$ cat config.mk
export PLATFORM = sky130hd
export DESIGN_NAME = pipe_credit_fifo
export DESIGN_NICKNAME = d
export VERILOG_FILES = /design/src/rtl/pipe_credit_fifo.sv
export SDC_FILE = /design/constraint.sdc
export NUM_CORES = 1
export LEC_CHECK = 0
export ABC_CLOCK_PERIOD_IN_PS = 3100
export CELL_PAD_IN_SITES_DETAIL_PLACEMENT = 1
export CELL_PAD_IN_SITES_GLOBAL_PLACEMENT = 1
export CORE_ASPECT_RATIO = 0.7
export CORE_MARGIN = 2
export CORE_UTILIZATION = 32
export CTS_CLUSTER_SIZE = 25
export DETAILED_ROUTE_END_ITERATION = 16
export GPL_ROUTABILITY_DRIVEN = 1
export PLACE_DENSITY_LB_ADDON = 0.1
export SLEW_MARGIN = 10
export SYNTH_ARGS = -nofsm -noshare
export SYNTH_HDL_FRONTEND = slang
export SYNTH_SLANG_ARGS = --single-unit
$ cat constraint.sdc
create_clock -name clk -period 3.1 [get_ports clk]
set_input_delay 0.31 -clock clk [delete_from_list [all_inputs] [get_ports clk]]
set_output_delay 0.31 -clock clk [all_outputs]
set_load 0.1 [all_outputs]
$ cat src/rtl/pipe_credit_fifo.sv
// Credit-managed elastic FIFO that captures the results of a fixed-latency pipe.
// Credits cover in-flight pipe entries plus FIFO occupancy; the output is first-word fall-through.
module pipe_credit_fifo #(
    parameter int unsigned WIDTH = 16,
    parameter int unsigned DEPTH = 8,
    parameter int unsigned CW    = $clog2(DEPTH + 1)
) (
    input  logic             clk,
    input  logic             reset,
    input  logic             issue,
    output logic             issue_ok,
    input  logic             pv,
    input  logic [WIDTH-1:0] pd,
    output logic             o_valid,
    input  logic             o_ready,
    output logic [WIDTH-1:0] o_data,
    output logic [CW-1:0]    count,
    output logic [CW-1:0]    credits,
    output logic [1:0]       err
);
    localparam int unsigned   PW        = (DEPTH > 1) ? $clog2(DEPTH) : 1;
    localparam logic [CW-1:0] FullCount = CW'(DEPTH);
    localparam logic [PW-1:0] LastPtr   = PW'(DEPTH - 1);

    logic [WIDTH-1:0] r_mem [DEPTH];
    logic [PW-1:0]    r_rd_ptr;
    logic [PW-1:0]    r_wr_ptr;
    logic [CW-1:0]    r_count;
    logic [CW-1:0]    r_credits;
    logic [1:0]       r_err;

    logic          w_full;
    logic          w_accept;
    logic          w_pop;
    logic          w_push;
    logic [PW-1:0] w_rd_ptr_d;
    logic [PW-1:0] w_wr_ptr_d;
    logic [CW-1:0] w_count_d;
    logic [CW-1:0] w_credits_d;
    logic [1:0]    w_err_d;

    assign w_full   = (r_count == FullCount);
    assign o_valid  = (r_count != '0);
    assign issue_ok = (r_credits != '0);
    assign w_accept = issue & issue_ok;
    assign w_pop    = o_valid & o_ready;
    // When full, a same-cycle pop frees the slot the incoming word lands in.
    assign w_push   = pv & (~w_full | w_pop);
    assign o_data   = r_mem[r_rd_ptr];
    assign count    = r_count;
    assign credits  = r_credits;
    assign err      = r_err;

    always_comb begin
        w_rd_ptr_d  = r_rd_ptr;
        w_wr_ptr_d  = r_wr_ptr;
        w_count_d   = r_count;
        w_credits_d = r_credits;
        w_err_d     = r_err | {pv & w_full & ~w_pop, issue & ~issue_ok};

        if (w_pop) begin
            w_rd_ptr_d = (r_rd_ptr == LastPtr) ? '0 : r_rd_ptr + PW'(1);
        end
        if (w_push) begin
            w_wr_ptr_d = (r_wr_ptr == LastPtr) ? '0 : r_wr_ptr + PW'(1);
        end

        if (w_push && !w_pop) begin
            w_count_d = r_count + CW'(1);
        end else if (w_pop && !w_push) begin
            w_count_d = r_count - CW'(1);
        end

        // Unsolicited words can return extra credits; never count above DEPTH.
        if (w_accept && !w_pop) begin
            w_credits_d = r_credits - CW'(1);
        end else if (w_pop && !w_accept && (r_credits != FullCount)) begin
            w_credits_d = r_credits + CW'(1);
        end
    end

    always_ff @(posedge clk) begin
        if (reset) begin
            r_rd_ptr  <= '0;
            r_wr_ptr  <= '0;
            r_count   <= '0;
            r_credits <= FullCount;
            r_err     <= '0;
        end else begin
            r_rd_ptr  <= w_rd_ptr_d;
            r_wr_ptr  <= w_wr_ptr_d;
            r_count   <= w_count_d;
            r_credits <= w_credits_d;
            r_err     <= w_err_d;
        end
    end

    always_ff @(posedge clk) begin
        if (w_push) begin
            r_mem[r_wr_ptr] <= pd;
        end
    end

endmodule

==> impl_metrics.ini, run 1 <==
[outcome]
outcome = completed

[synthesis]
yosysWarnings = 0
ys_ff_latch = 147
syn_area_per_cell_um2 = 19.0
synthCells = 308
yosysSeqAreaShare = 0.722
ys.flop_type = edfxtp_1
ys_top_cells_by_area = edfxtp_1 (66%), mux4_2 (12%), dfxtp_1 (6.5%)
synth_fp_nets = 340
yosys.area.top_type = edfxtp_1
async_reset_ff_frac = 0
synth.top_cell.area_share = 0.657
synthDistinctLibCells = 40
synth_edf_count = 128
synth_area_mm2 = 0.00585

[final_layout]
final_area_mm2 = 0.00750
drive_above_1_share = 0.339
n_antenna_cell = 0
fin_nets = 411
area_growth_pct = 28.2

[clock_tree]
cts_tree = built
clk_pin_slew_worst_paths_ns = 0.06
clockBufferDepth = 2
cts_hold_buf = 0
cts_resized = 0
cts_buffers = 17
cts_root_buffer = clkbuf_16
cts_post_setup_buffers_inserted = 0
htreeDepth = 4
clk_latency_ns = 0.41
cts_sinks = 147

[grt]
antenna_found_initial = 0
grt_pass1_vias = 3220
grt.total_usage = 0.136
overflow = 0
grt_max_degree = 33
grt_pass1_wl_um = 19000

[worst_setup_path]
crit_type = flop to flop
crit_required_ns = 3.40
cpMaxStageDelayCell = o41a_4
setup.worst_path.start_class = flop
max_stage_delay_ns = 0.51
endpoint_kind = flop
setup.reg_to_reg.worst_slack_ns = 0.47
path_cells = o41a_4 -> inv_2 -> ha_1 -> inv_1 -> ha_1 -> a21o_1 -> a21oi_1 -> mux2i_1 -> mux2_2
arrival_ns = 2.93
crit_path_max_fanout = 9
crit_top_cell = ha_1

[power_and_ir_drop]
leakagePower_nw = 2.51
clock_power_share = 0.295
power.density_mw_per_mm2 = 949
switchingPower_mw = 2.55
p_seq_frac = 0.334
power.internal_mw = 4.57
peakVddDrop_mv = 0.392
netSwitchingFraction = 0.358
comb_power_share = 0.370

[timing]
drv_slew = 0
maxSlewHeadroom = 0.333
report.final.hold_viol_count = 0
rsz0062_at_grt = no
finClkSkew_ns = 0.00644
timing.fmax_mhz = 381
totalNegativeSetupSlack_ns = 0
worstMarginPinSlew_ns = 0.998
min_period_ns = 2.63
fin_crit_sh = 0.848
setup_viol = 0

[detailed_routing]
dr_total_vias = 2989
first_pass_iters = 4
viasPerCell = 4.76
first_iter_violations = 176
antenna_left = 0
drc = 0
wl_um = 12200
wl_per_cell_um = 19.4

[min_path]
hold_path_class = flop to flop

[job]
cap_violations = 0

[floorplan]
pin_count = 49
core_mm2 = 0.0180
die_width_um = 166
num_rows = 41
die_y_um = 117
dieArea_mm2 = 0.0194
initial_core_util = 0.326

[place]
portBuffers = 48
gp_congestion = 0.698
place_area_mm2 = 0.00690
dp_hpwl_um = 7270
path summary, 6_finish.rpt:
kind,cells past startpoint,endpoint,from
worst max register to register,9,count[3]$_SDFFE_PP0P_,count[2]$_SDFFE_PP0P_
worst min-delay path,2,err[0]$_SDFF_PP0_,err[0]$_SDFF_PP0_
worst max-delay path,9,count[3]$_SDFFE_PP0P_,count[2]$_SDFFE_PP0P_
worst min register to register,2,err[0]$_SDFF_PP0_,err[0]$_SDFF_PP0_
per-layer routing:
metal	up-vias	global-route usage	routed length, um
met2	34	0.206	5570
met4	0	0.0420	109
met3	9	0.0352	319
li1	1381	-	-
met5	-	0	0
met1	1565	0.194	6160
cell usage after synthesis (all sizes together), types with 5 or more instances:
cell type,n
nor2,18
nand2b,5
nor3,6
ha,9
inv,7
nand2,12
buf,5
clkbuf,8
mux4,32
mux2,18
a21oi,14
dfxtp,19
edfxtp,128
state kept, by name, summed over array words and instances (netlist names), named ones only:
register  count
count         4
credits       4
err           2
r_mem       128
r_rd_ptr      3
r_wr_ptr      3
power groups by stage:
stage	logic [mW]	clock network, mW	registers, mW
floorplan	1.56	0	2.73
global placement	2.66	0	2.41
detailed placement	2.67	0	2.42
CTS	2.68	2.16	2.38
global route	2.79	2.23	2.40
finish	2.64	2.10	2.38
cell type report:
| cell class | count | area, um^2 |
|---|---|---|
| multi-input cells | 141 | 1590 |
| clock inverters | 11 | 160 |
| clock buffers | 21 | 440 |
| fillers | 1757 | 10500 |
| inverters | 7 | 26.3 |
| flip-flops and latches | 147 | 4230 |
| repair buffers | 65 | 761 |
| well taps | 236 | 295 |
kinds of logic (layout without fill, tap and decap cells):
group	after synthesis	in the layout	share of synthesized area
xor gates and xnor gates	3	3	0.00449
and+or+nand+nor	52	52	0.0428
adders and majority gates	11	11	0.0261
muxes	52	52	0.162
DFF	147	147	0.722
AOI/OAI and AO/OA	23	23	0.0285
buffers and inverters	20	104	0.0137
worst max-delay path, delay by kind of cell, from the launching register on:
kind	cells	cell delay, ns
DFF	1	0.40
AOI/OAI and AO/OA	3	0.85
muxes	2	0.55
buffers and inverters	2	0.25
adders and majority gates	2	0.47
placed cells by master, fill, tap and decap left out, types with 3 or more instances in the layout:
master           netlist  final
clkdlybuf4s50_1        0     24
clkinvlp_4             0      3
a21oi_1               13     13
mux4_2                32     32
nor3_2                 0      4
mux2_2                17     17
clkbuf_1               8      4
nand2b_1               5      5
bufinv_16              0      4
inv_2                  3      3
dfxtp_1               19     17
buf_12                 0     17
clkbuf_16              0     17
inv_1                  4      4
ha_1                   9      9
buf_4                  0     24
nor2_1                17     17
edfxtp_1             128    128
nand2_1               11     11
per-stage QoR:
| stage | hold slack, ns | util | instances | setup WS (ns) | power (mW) |
|---|---|---|---|---|---|
| 3_5_place_dp | 0.476 | 0.384 | 596 | 0.112 | 5.09 |
| 3_3_place_gp | 0.451 | 0.384 | 596 | 0.194 | 5.07 |
| 5_1_grt | 0.512 | 0.418 | 628 | 0.288 | 7.42 |
| 4_1_cts | 0.490 | 0.418 | 628 | 0.428 | 7.22 |
| 6_report | 0.477 | 0.418 | 628 | 0.473 | 7.11 |
| 2_1_floorplan | 0.409 | - | 308 | 0.0370 | 4.29 |
Power figures use the tool's default switching activity.
==> run 2, diff against run 1 <==
--- a/config.mk
+++ b/config.mk
@@ -5,7 +5,7 @@
 export SDC_FILE = /design/constraint.sdc
 export NUM_CORES = 1
 export LEC_CHECK = 0
-export ABC_CLOCK_PERIOD_IN_PS = 3100
+export ABC_CLOCK_PERIOD_IN_PS = 2100
 export CELL_PAD_IN_SITES_DETAIL_PLACEMENT = 1
 export CELL_PAD_IN_SITES_GLOBAL_PLACEMENT = 1
 export CORE_ASPECT_RATIO = 0.7
==> constraint.sdc (replaced) <==
create_clock -name clk -period 2.1 [get_ports clk]
set_input_delay 0.21 -clock clk [delete_from_list [all_inputs] [get_ports clk]]
set_output_delay 0.21 -clock clk [all_outputs]
set_load 0.1 [all_outputs]
==> run 2 against run 1 <==
The run now ends with negative setup slack left. Final area increased by 9.7%. Wire length grew 10%. Critical path type unchanged. Combinational power increased by 81%. Via count rose by 6.5%. Highest routed layer unchanged. Critical path depth rose by 1.
==> impl_metrics.ini, run 2 (same netlist as run 1, synthesis figures left out) <==
[timing]
worstMarginPinSlew_ns = 0.409
report.final.hold_viol_count = 0
totalNegativeSetupSlack_ns = -2.84
rsz0062_at_grt = yes
maxSlewHeadroom = 0.727
timing.fmax_mhz = 433
whs_ns = 0.480
min_period_ns = 2.31
fin_crit_sh = 1.10
drv_slew = 0
setup_slack_ns = -0.212
finClkSkew_ns = 0.0129
setup_viol = 20

[final_layout]
largest_reg_flops = 128
n_fill_cell = 1707
final_common_cell = edfxtp_1
n_antenna_cell = 0
drive_above_1_share = 0.492
final_cell_mix = edfxtp_1 (128), buf_4 (58), mux4_2 (32)
post-route-util = 0.458
finalNonFillerCells = 673
area_growth_pct = 40.7
fin_nets = 456
top_register = r_mem
final_area_mm2 = 0.00823

[worst_setup_path]
crit_top_cell = ha_4
endpoint_kind = flop
crit_required_ns = 2.41
r2r_start = count[3]$_SDFFE_PP0P_
path_buf_inv = 2
crit_type = flop to flop
max_stage_delay_ns = 0.39
path_cells = nand2b_4 -> o41ai_4 -> inv_2 -> ha_4 -> inv_4 -> ha_4 -> a21o_1 -> a21oi_2 -> mux2i_1 -> mux2_2
setup.reg_to_reg.worst_slack_ns = -0.21
cpMaxStageDelayCell = o41ai_4
setup.worst_path.start_class = flop
critPathTopFamily = compound AO/OA/AOI/OAI gates
reg2reg_depth = 10
arrival_ns = 2.62
reg2reg_to = count[3]$_SDFFE_PP0P_
crit_path_max_fanout = 3

[grt]
grt_util_met2 = 0.227
grt_pass1_wl_um = 20400
grt_pass1_vias = 3365
use_met3 = 0.0416
overflow = 0
use_met1 = 0.213
antenna_found_initial = 0
grt.total_usage = 0.151
grt_max_degree = 33
busiest_layer = met2

[detailed_routing]
antenna_left = 0
wl_per_cell_um = 20.0
drc = 0
wl_um = 13400
viasPerCell = 4.73
first_iter_violations = 213
dr_total_vias = 3184
first_pass_iters = 5

[min_path]
hold_path_class = flop to flop
hold_end = err[1]$_SDFF_PP0_
hp-start = err[1]$_SDFF_PP0_
hold_depth = 2

[clock_tree]
cts_buffers = 17
cts_hold_buf = 0
cts_sinks = 147
cts_tree = built
clockBufferDepth = 2
cts_root_buffer = clkbuf_16
clk_latency_ns = 0.42
clk_pin_slew_worst_paths_ns = 0.06
htreeDepth = 4

[power_and_ir_drop]
power_mw = 11.4
power.density_mw_per_mm2 = 1390
leakagePower_nw = 2.86
peakVddDrop_mv = 0.619

[place]
portBuffers = 48
dp_cells = 622
dp_hpwl_um = 7940
place_ws_ns = -0.617
place_area_mm2 = 0.00724
gp_congestion = 0.732

[floorplan]
initial_core_util = 0.326
num_rows = 41
die_y_um = 117
core_mm2 = 0.0180
die_width_um = 166
pin_count = 49
dieArea_mm2 = 0.0194

[job]
cap_violations = 0

[outcome]
outcome = complete, but fails checks
violations = negative setup slack
run 2: worst max-delay path by stage:
stage,startpoint,cells after the start,end
after global routing,count[3]$_SDFFE_PP0P_,10,count[3]$_SDFFE_PP0P_
after floorplan,count[3]$_SDFFE_PP0P_,10,count[3]$_SDFFE_PP0P_
after CTS,count[0]$_SDFFE_PP0P_,10,count[3]$_SDFFE_PP0P_
after detailed placement,o_ready,11,count[3]$_SDFFE_PP0P_
final,count[3]$_SDFFE_PP0P_,10,count[3]$_SDFFE_PP0P_
after global placement,o_ready,11,count[3]$_SDFFE_PP0P_
run 2: routing by layer:
| metal | vias up | part of all wire |
|---|---|---|
| li1 | 1473 | - |
| met3 | 8 | 0.037 |
| met2 | 57 | 0.46 |
| met1 | 1646 | 0.49 |
| met4 | 0 | 0.0077 |
| met5 | - | 0 |
run 2: timing repair:
action                     in CTS  in global routing
gates cloned                    3                  0
setup buffers                  12                  5
pin swaps                      14                 18
setup endpoints to repair      37                 71
resized for setup              35                 12
run 2: final cells by class:
type | count | area, um^2 | area share
Timing Repair Buffer | 110 | 1250 | 0.151
Sequential cell | 147 | 4250 | 0.517
Clock inverter | 15 | 181 | 0.0220
Tap cell | 236 | 295 | 0.0359
Inverter | 7 | 33.8 | 0.00411
Clock buffer | 17 | 425 | 0.0517
Multi-Input combinational cell | 141 | 1790 | 0.218
run 2: report_power, final:
group	total (mW)	leakage [nW]	switching, mW	internal, mW
Combinational	4.78	1.26	2.74	2.03
Clock	3.11	0.286	1.23	1.88
Sequential	3.55	1.32	0.149	3.40
run 2: worst register-to-register path: cells and delay by family (launching register included):
kind	cells	cell delay, ns
DFF	1	0.38
and+or+nand+nor	1	0.07
buffers and inverters	2	0.16
AOI/OAI and AO/OA	3	0.68
adders and majority gates	2	0.36
muxes	2	0.56
==> run 3, diff against run 2 <==
--- a/config.mk
+++ b/config.mk
@@ -6,6 +6,7 @@
 export NUM_CORES = 1
 export LEC_CHECK = 0
 export ABC_CLOCK_PERIOD_IN_PS = 2100
+export CAP_MARGIN = 5
 export CELL_PAD_IN_SITES_DETAIL_PLACEMENT = 1
 export CELL_PAD_IN_SITES_GLOBAL_PLACEMENT = 1
 export CORE_ASPECT_RATIO = 0.7
==> results of run 3 <==
The final DEF is identical to that of run 2; final timing and power are the same.
